$ cat config.mk
export PLATFORM = sky130hd
export DESIGN_NAME = fab_ce_divider_bank
export DESIGN_NICKNAME = d
export VERILOG_FILES = /design/src/rtl/fab_ce_divider_bank.sv
export SDC_FILE = /design/constraint.sdc
export NUM_CORES = 1
export LEC_CHECK = 0
export CAP_MARGIN = 20
export CORE_ASPECT_RATIO = 2
export CORE_UTILIZATION = 45
export DETAILED_ROUTE_END_ITERATION = 6
export GPL_ROUTABILITY_DRIVEN = 0
export GPL_TIMING_DRIVEN = 0
export PLACE_DENSITY = 0.7
export RECOVER_POWER = 25
export SLEW_MARGIN = 20
export SYNTH_ARGS = -nofsm -noshare
export SYNTH_HDL_FRONTEND = slang
export SYNTH_SLANG_ARGS = --single-unit
export TNS_END_PERCENT = 100
$ cat constraint.sdc
create_clock -name FAB_CLK -period 3.08 [get_ports FAB_CLK]
set_clock_uncertainty 0.2 [all_clocks]
set_input_delay 0.616 -clock FAB_CLK [delete_from_list [all_inputs] [get_ports FAB_CLK]]
set_output_delay 0.616 -clock FAB_CLK [all_outputs]
set_load 0.01 [all_outputs]
$ cat src/rtl/fab_ce_divider_bank.sv
// N_CH programmable clock-enable generators on FAB_CLK; CE is combinational from registers, lock/err registered.
// Config handshake stalls (CFG_READY low) per channel while an update is pending; invalid channels never stall.
module fab_ce_divider_bank #(
   parameter  int N_CH       = 4,
   parameter  int DIV_W      = 8,
   parameter  int DEF_DIV    = 3,
   parameter  int LOCK_DELAY = 16,
   localparam int CH_W       = (N_CH > 1) ? $clog2(N_CH) : 1
) (
   input  logic              FAB_CLK,
   input  logic              FAB_RESET,
   input  logic              CFG_VALID,
   output logic              CFG_READY,
   input  logic [CH_W-1:0]   CFG_CH,
   input  logic [DIV_W-1:0]  CFG_DIV,
   input  logic              CFG_BYPASS,
   output logic              CFG_ERR,
   input  logic              SYNC,
   output logic [N_CH-1:0]   CE,
   output logic [N_CH-1:0]   CH_LOCK,
   output logic              LOCK
);
   localparam int LC_W = $clog2(LOCK_DELAY + 1);

   typedef struct packed {
      logic [DIV_W-1:0] cnt;
      logic [DIV_W-1:0] div;
      logic [DIV_W-1:0] pend_div;
      logic             byp;
      logic             pend_byp;
      logic             pend_v;
   } ch_t;

   ch_t             ch [N_CH];
   logic [LC_W-1:0] lock_cnt;
   logic [N_CH-1:0] term;
   logic [N_CH-1:0] pend_vec;
   logic [N_CH-1:0] acc_ch;
   logic            ch_ok;
   logic            cfg_acc;

   always_comb begin
      term     = '0;
      pend_vec = '0;
      for (int i = 0; i < N_CH; i++) begin
         term[i]     = ch[i].byp | (ch[i].cnt == ch[i].div);
         pend_vec[i] = ch[i].pend_v;
      end
   end

   assign ch_ok     = 32'(CFG_CH) < 32'(N_CH);
   assign CFG_READY = ch_ok ? !pend_vec[CFG_CH] : 1'b1;
   assign cfg_acc   = CFG_VALID & CFG_READY;
   assign CE        = term;

   always_comb begin
      acc_ch = '0;
      for (int i = 0; i < N_CH; i++)
         acc_ch[i] = cfg_acc & ch_ok & (CFG_CH == CH_W'(i));
   end

   always_ff @(posedge FAB_CLK) begin
      if (FAB_RESET) begin
         for (int i = 0; i < N_CH; i++) begin
            ch[i].cnt      <= '0;
            ch[i].div      <= DIV_W'(DEF_DIV);
            ch[i].pend_div <= '0;
            ch[i].byp      <= 1'b0;
            ch[i].pend_byp <= 1'b0;
            ch[i].pend_v   <= 1'b0;
         end
         CH_LOCK  <= '0;
         LOCK     <= 1'b0;
         CFG_ERR  <= 1'b0;
         lock_cnt <= '0;
      end else begin
         CFG_ERR <= cfg_acc & !ch_ok;
         if (lock_cnt != LC_W'(LOCK_DELAY))
            lock_cnt <= lock_cnt + LC_W'(1);
         LOCK <= (lock_cnt == LC_W'(LOCK_DELAY)) & (&CH_LOCK);

         for (int i = 0; i < N_CH; i++) begin
            // Bypass always terminates, so cnt stays at zero there too.
            ch[i].cnt <= (SYNC | term[i]) ? '0 : ch[i].cnt + DIV_W'(1);

            // Pending updates land only at a period boundary (or a SYNC realign).
            if (ch[i].pend_v && (term[i] || SYNC)) begin
               ch[i].div    <= ch[i].pend_div;
               ch[i].byp    <= ch[i].pend_byp;
               ch[i].pend_v <= 1'b0;
            end

            if (acc_ch[i]) begin
               ch[i].pend_div <= CFG_DIV;
               ch[i].pend_byp <= CFG_BYPASS;
               ch[i].pend_v   <= 1'b1;
            end

            // A fresh accept wins over a coincident terminal count.
            if (acc_ch[i])
               CH_LOCK[i] <= 1'b0;
            else if (term[i] && !ch[i].pend_v)
               CH_LOCK[i] <= 1'b1;
         end
      end
   end
endmodule
==> results of run 1 <==
==> stage by stage <==
stage | instances | util (%) | area [sq um] | hold WS, ps | worst slack [ps]
6_report | 661 | 57.0 | 6510 | 303 | 68.2
4_1_cts | 652 | 56.2 | 6420 | 307 | -32.4
3_3_place_gp | 614 | 50.8 | 5800 | 283 | -46.0
2_1_floorplan | 449 | - | 5390 | 265 | 748
5_1_grt | 661 | 57.0 | 6510 | 330 | -30.3
3_5_place_dp | 614 | 50.8 | 5800 | 298 | -43.3
==> layer usage <==
metal,up-vias,wire length (microns),part of all wire [%]
li1,1612,-,-
met1,1590,3660,36
met2,75,5810,58
met3,13,376,3.7
met4,0,229,2.3
met5,-,0,0
==> power by group <==
group / internal, mW / switching [mW]
Clock: 1.11 / 0.665
Combinational: 0.143 / 0.182
Sequential: 1.85 / 0.0683
==> cell usage in the layout (no fill, tap or decap), types with 2 or more instances in the layout <==
master | Yosys | routed
a2111oi_4 | 2 | 2
a21o_1 | 2 | 2
a21oi_1 | 5 | 5
and2_1 | 21 | 21
and3_1 | 8 | 8
buf_4 | 1 | 16
clkbuf_1 | 7 | 11
clkbuf_16 | 0 | 17
clkdlybuf4s50_1 | 0 | 21
clkinv_2 | 0 | 7
clkinvlp_4 | 0 | 2
conb_1 | 2 | 25
dfxtp_1 | 18 | 18
edfxtp_1 | 100 | 100
ha_1 | 6 | 6
inv_1 | 18 | 18
nand2_1 | 18 | 18
nand2b_1 | 16 | 16
nand3_1 | 23 | 23
nand4bb_1 | 2 | 2
nor2_1 | 60 | 60
nor2b_1 | 18 | 18
nor3_1 | 3 | 3
nor4_2 | 2 | 4
nor4_4 | 0 | 4
o21ai_0 | 4 | 4
or2_2 | 4 | 4
or3_1 | 2 | 2
xnor2_1 | 18 | 18
xor2_1 | 42 | 42
==> worst min-delay path by stage <==
stage | from | end | slack (ps) | cells after the start
global placement | ch[0][4] | ch[0][12] | 280 | 1
global route | ch[2][4] | ch[2][12] | 330 | 1
detailed placement | ch[1][4] | ch[1][12] | 300 | 1
finish | ch[0][3] | ch[0][11] | 300 | 1
CTS | ch[1][4] | ch[1][12] | 310 | 1
floorplan | ch[3][19] | ch[3][19] | 270 | 1
==> registers in the layout, indices dropped and copies added (netlist names) <==
| signal | cells |
|---|---|
| LOCK | 1 |
| CH_LOCK | 4 |
| ch | 108 |
| lock_cnt | 5 |
==> timing repair <==
| action | in CTS | in global routing |
|---|---|---|
| endpoints found under the setup margin | 5 | 4 |
| cloned | 0 | 0 |
| hold buffers | 0 | 0 |
| buffers inserted | 6 | 9 |
| pin swaps | 5 | 4 |
| resized for setup | 8 | 3 |
==> layout make-up <==
type,count,area [sq um]
Clock buffer,21,450
Multi-Input combinational cell,302,1970
Tap cell,142,178
Inverter,18,67.6
Buffer,11,47.5
Timing Repair Buffer,38,342
Fill cell,1014,4920
Sequential cell,118,3360
Clock inverter,11,83.8
==> kinds of logic after synthesis <==
logic type | after synthesis | synth area share (%)
buffers and inverters | 29 | 2.36
AND/OR/NAND/NOR | 189 | 18.7
adder cells (fa/ha/maj) | 6 | 1.42
multiplexers | 2 | 0.613
flip-flops | 118 | 63.4
XOR/XNOR | 60 | 9.91
AO/OA/AOI/OAI | 20 | 3.47
other | 2 | 0.142
==> results.json, run 1 <==
{
  "r2r-start": "ch[3][19]",
  "synth_seq_area_share_pct": 63.4,
  "outcome": "finished clean",
  "fin_crit_ps": 3010,
  "path_max_fanout": 5,
  "antenna_found_initial": 0,
  "critPathRequiredTime_ps": 2260,
  "drive_above_1_share_pct": 12.9,
  "cts_root_buffer": "clkbuf_16",
  "final.setup.tns_ps": 0,
  "netlist_instances": 426,
  "setup.worst_path.end": "CE[1]",
  "peakVddDrop_mv": 0.495,
  "die_w_microns": 78.8,
  "nNetsFinal": 527,
  "grt_pass1_vias": 3497,
  "drc_errors": 0,
  "cts_tree": "yes",
  "initial_core_util_pct": 46.4,
  "dieArea_sq_um": 12300,
  "avgViaCountPerCell": 4.98,
  "wire_per_inst_microns": 15.2,
  "numCtsBuffers": 17,
  "num_antenna_cells": 0,
  "busiest_layer": "met2",
  "syn_area_sq_um": 5300,
  "finalCritPeriodShare_pct": 97.8,
  "ant_nets": 0,
  "ff2ff_path_depth": 5,
  "crit_path_start_kind": "register",
  "cts_buffer_depth": 2,
  "yosysTopAreaCellShare_pct": 56.6,
  "reg2reg_to": "ch[3][2]",
  "ys_seq_elements": 118,
  "port_buffers": 23,
  "clk_latency_ps": 410,
  "rows": 55,
  "slew_headroom_pct": 39.4,
  "synth_warnings": 0,
  "syn_avg_cell_area_sq_um": 12.5,
  "grt_util_met3_pct": 5.15,
  "worst_slew_pin_slew_ps": 904,
  "p_leak_nw": 2.54,
  "critPathKind": "reg2out",
  "rsz0062_at_grt": "yes",
  "hold_viol": 0,
  "p_per_area_nw_per_um2": 619,
  "slowest_delay_ps": 530,
  "num_io_pins": 26,
  "synth_area_leaders": "edfxtp_1, xor2_1, dfxtp_1",
  "synth_flop_cell": "edfxtp_1",
  "reg2reg_slack_ps": 570,
  "path_clk_slew_ps": 50,
  "track_usage_pct": 18.6,
  "yosysUniqueCellTypes": 44,
  "drt_wl_total_microns": 10100,
  "yosysTopAreaCell": "edfxtp_1",
  "p_total_mw": 4.03,
  "dr.pass1.iters": 4,
  "cpMaxStageDelayCell": "clkdlybuf4s50_1",
  "cts_sinks": 118,
  "die_y_microns": 156,
  "critPathTopFamily": "simple AND/OR/NAND/NOR gates",
  "synth_common_cells": "edfxtp_1, nor2_1, xor2_1",
  "syn_to_final_growth_pct": 22.7,
  "synth-edff-count": 100,
  "gr-total-overflow": 0,
  "initialDrtViolationCount": 154,
  "synth.most_common_cell": "edfxtp_1",
  "cts_max_level": 4,
  "grt_use_met1_pct": 18.8,
  "path_buf_inv": 1,
  "use_met2_pct": 33.7,
  "cp_cell_sequence": "xor2_1 > nor4_2 > nand2_1 > nand2b_1 > clkdlybuf4s50_1",
  "grt_first_pass_wirelength_microns": 16600,
  "drv_slew": 0,
  "arrival_ps": 2200,
  "ys_async_sr_fraction_pct": 0,
  "cp-end-kind": "primary output",
  "core_area_sq_um": 11400,
  "hold_path_class": "reg2reg",
  "critical_path.startpoint": "ch[1][21]",
  "max_freq_ghz": 0.332,
  "place_hpwl_microns": 7350,
  "num_vias": 3290,
  "grt_max_degree": 17,
  "crit_cells": 5,
  "finalSetupViolations": 0,
  "cap_viol_max_count": 0
}
No activity file was read; power rests on OpenSTA's default activity.
==> run 2, diff against run 1 <==
CTS_BUF_LIST = sky130_fd_sc_hd__clkbuf_8 sky130_fd_sc_hd__clkbuf_16   (was not set)
==> run 2 against run 1 <==
Combinational power hardly changed; global-route usage stayed put; total power is 0.26% lower; flip-flop and latch count stayed put; die area stayed put; register-to-register slack hardly changed; utilization stayed put; clock power hardly changed; design area stayed put; first-iteration DRC count is 4.5% higher; critical path type unchanged; largest cell class unchanged.
==> results.json, run 2 (synthesis gave the netlist of run 1 again) <==
{
  "rsz0062_at_grt": "yes",
  "fillers": 1014,
  "track_usage_pct": 18.6,
  "cts_max_level": 4,
  "instances_no_fill": 661,
  "largest_reg_flops": 108,
  "arrival_ps": 2200,
  "drt_wl_total_microns": 10100,
  "cp_cell_sequence": "xor2_1 > nor4_2 > nand2_1 > nand2b_1 > clkdlybuf4s50_1",
  "r2r-start": "ch[3][19]",
  "dr.pass1.iters": 4,
  "critPathTopFamily": "simple AND/OR/NAND/NOR gates",
  "initialDrtViolationCount": 161,
  "reg2reg_to": "ch[3][2]",
  "outcome": "finished clean",
  "crit_path_start_kind": "register",
  "placed_cells": 614,
  "p_leak_nw": 2.56,
  "whs_path_depth": 1,
  "path_clk_slew_ps": 50,
  "hold_ws_ps": 303,
  "gr-total-overflow": 0,
  "final_common_cell": "edfxtp_1",
  "grt_first_pass_wirelength_microns": 16600,
  "max_freq_ghz": 0.332,
  "nNetsFinal": 527,
  "num_vias": 3291,
  "multi_input_area_sq_um": 1970,
  "initial_core_util_pct": 46.4,
  "layout_common_cells": "edfxtp_1, nor2_1, xor2_1",
  "cts_sinks": 118,
  "critPathRequiredTime_ps": 2260,
  "drc_errors": 0,
  "num_io_pins": 26,
  "cap_viol_max_count": 0,
  "die_w_microns": 78.8,
  "ant_nets": 0,
  "dieArea_sq_um": 12300,
  "peakVddDrop_mv": 0.495,
  "cts_buffer_depth": 2,
  "path_max_fanout": 5,
  "register_area_sq_um": 3360,
  "avgViaCountPerCell": 4.98,
  "grt_max_degree": 17,
  "cts_root_buffer": "clkbuf_16",
  "numCtsBuffers": 17,
  "hold_path_class": "reg2reg",
  "cp-end-kind": "primary output",
  "core_area_sq_um": 11400,
  "port_buffers": 23,
  "slowest_delay_ps": 530,
  "clk_latency_ps": 410,
  "largestRegisters": "ch (108), lock_cnt (5), CH_LOCK (4)",
  "die_y_microns": 156,
  "antenna_found_initial": 0,
  "syn_to_final_growth_pct": 22.7,
  "worst_slew_pin_slew_ps": 904,
  "num_antenna_cells": 0,
  "place_hpwl_microns": 7350,
  "drive_above_1_share_pct": 12.9,
  "p_total_mw": 4.02,
  "ff2ff_path_depth": 5,
  "dpl_cell_area_sq_um": 5800,
  "p_per_area_nw_per_um2": 617,
  "final_area_sq_um": 6510,
  "slew_headroom_pct": 39.4,
  "grt_pass1_vias": 3497,
  "min_to": "ch[0][11]",
  "cts_tree": "yes",
  "top_register": "ch",
  "finalSetupViolations": 0,
  "hp-start": "ch[0][3]",
  "finalCritPeriodShare_pct": 97.8,
  "reg2reg_slack_ps": 570,
  "path_buf_inv": 1,
  "drv_slew": 0,
  "fin_crit_ps": 3010,
  "wire_per_inst_microns": 15.2,
  "cpMaxStageDelayCell": "clkdlybuf4s50_1",
  "hold_viol": 0,
  "critPathKind": "reg2out",
  "rows": 55
}
==> run 2: changes by cell type in the layout (fill, tap and decap cells not counted), sizes merged <==
cell	previous run	this run
clkbuf	30	27
inv	18	21
==> run 2: metrics by stage <==
step	util, %	TNS, ps	worst slack (ps)
2_1_floorplan	-	0	748
3_3_place_gp	50.8	-46.0	-46.0
3_5_place_dp	50.8	-43.3	-43.3
4_1_cts	56.2	-32.4	-32.4
5_1_grt	57.0	-36.1	-30.3
6_report	57.0	0	68.2
==> run 2: area by class of cell <==
class | instances | area share [%]
flip-flops and latches | 118 | 51.7
multi-input cells | 302 | 30.3
clock buffers | 18 | 6.75
repair buffers | 38 | 5.25
well taps | 142 | 2.73
clock inverters | 14 | 1.46
inverters | 18 | 1.04
plain buffers | 11 | 0.731
==> run 2: per-layer routing <==
| metal | part of all wire, % | vias up | GRT usage, % |
|---|---|---|---|
| met5 | 0 | - | 0 |
| met4 | 2.3 | 0 | 10.1 |
| met3 | 3.7 | 13 | 5.15 |
| met1 | 36 | 1590 | 18.8 |
| met2 | 58 | 75 | 33.7 |
| li1 | - | 1613 | - |
==> run 2: power breakdown <==
group          internal (mW)  switching [mW]  leakage (nW)  total [mW]
Combinational          0.143           0.182          1.11       0.325
Sequential              1.85          0.0683          1.17        1.92
Clock                   1.10           0.664         0.276        1.77
==> run 2: worst max-delay path by stage <==
stage / from / end / slack, ps / depth (start not counted)
after floorplan: FAB_RESET / ch[3][11] / 750 / 5
after global placement: CFG_CH[1] / CFG_READY / -50 / 4
after detailed placement: CFG_CH[1] / CFG_READY / -40 / 4
after CTS: ch[1][20] / CE[1] / -30 / 5
after global routing: ch[2][26] / CE[2] / -30 / 5
final: ch[1][21] / CE[1] / 70 / 5
==> run 2: timing repair <==
item / CTS / global route
pin swaps: 5 / 4
endpoints found under the setup margin: 5 / 4
hold buffers: 0 / 0
gates cloned: 0 / 0
gates resized for setup: 8 / 3
buffers inserted: 6 / 9
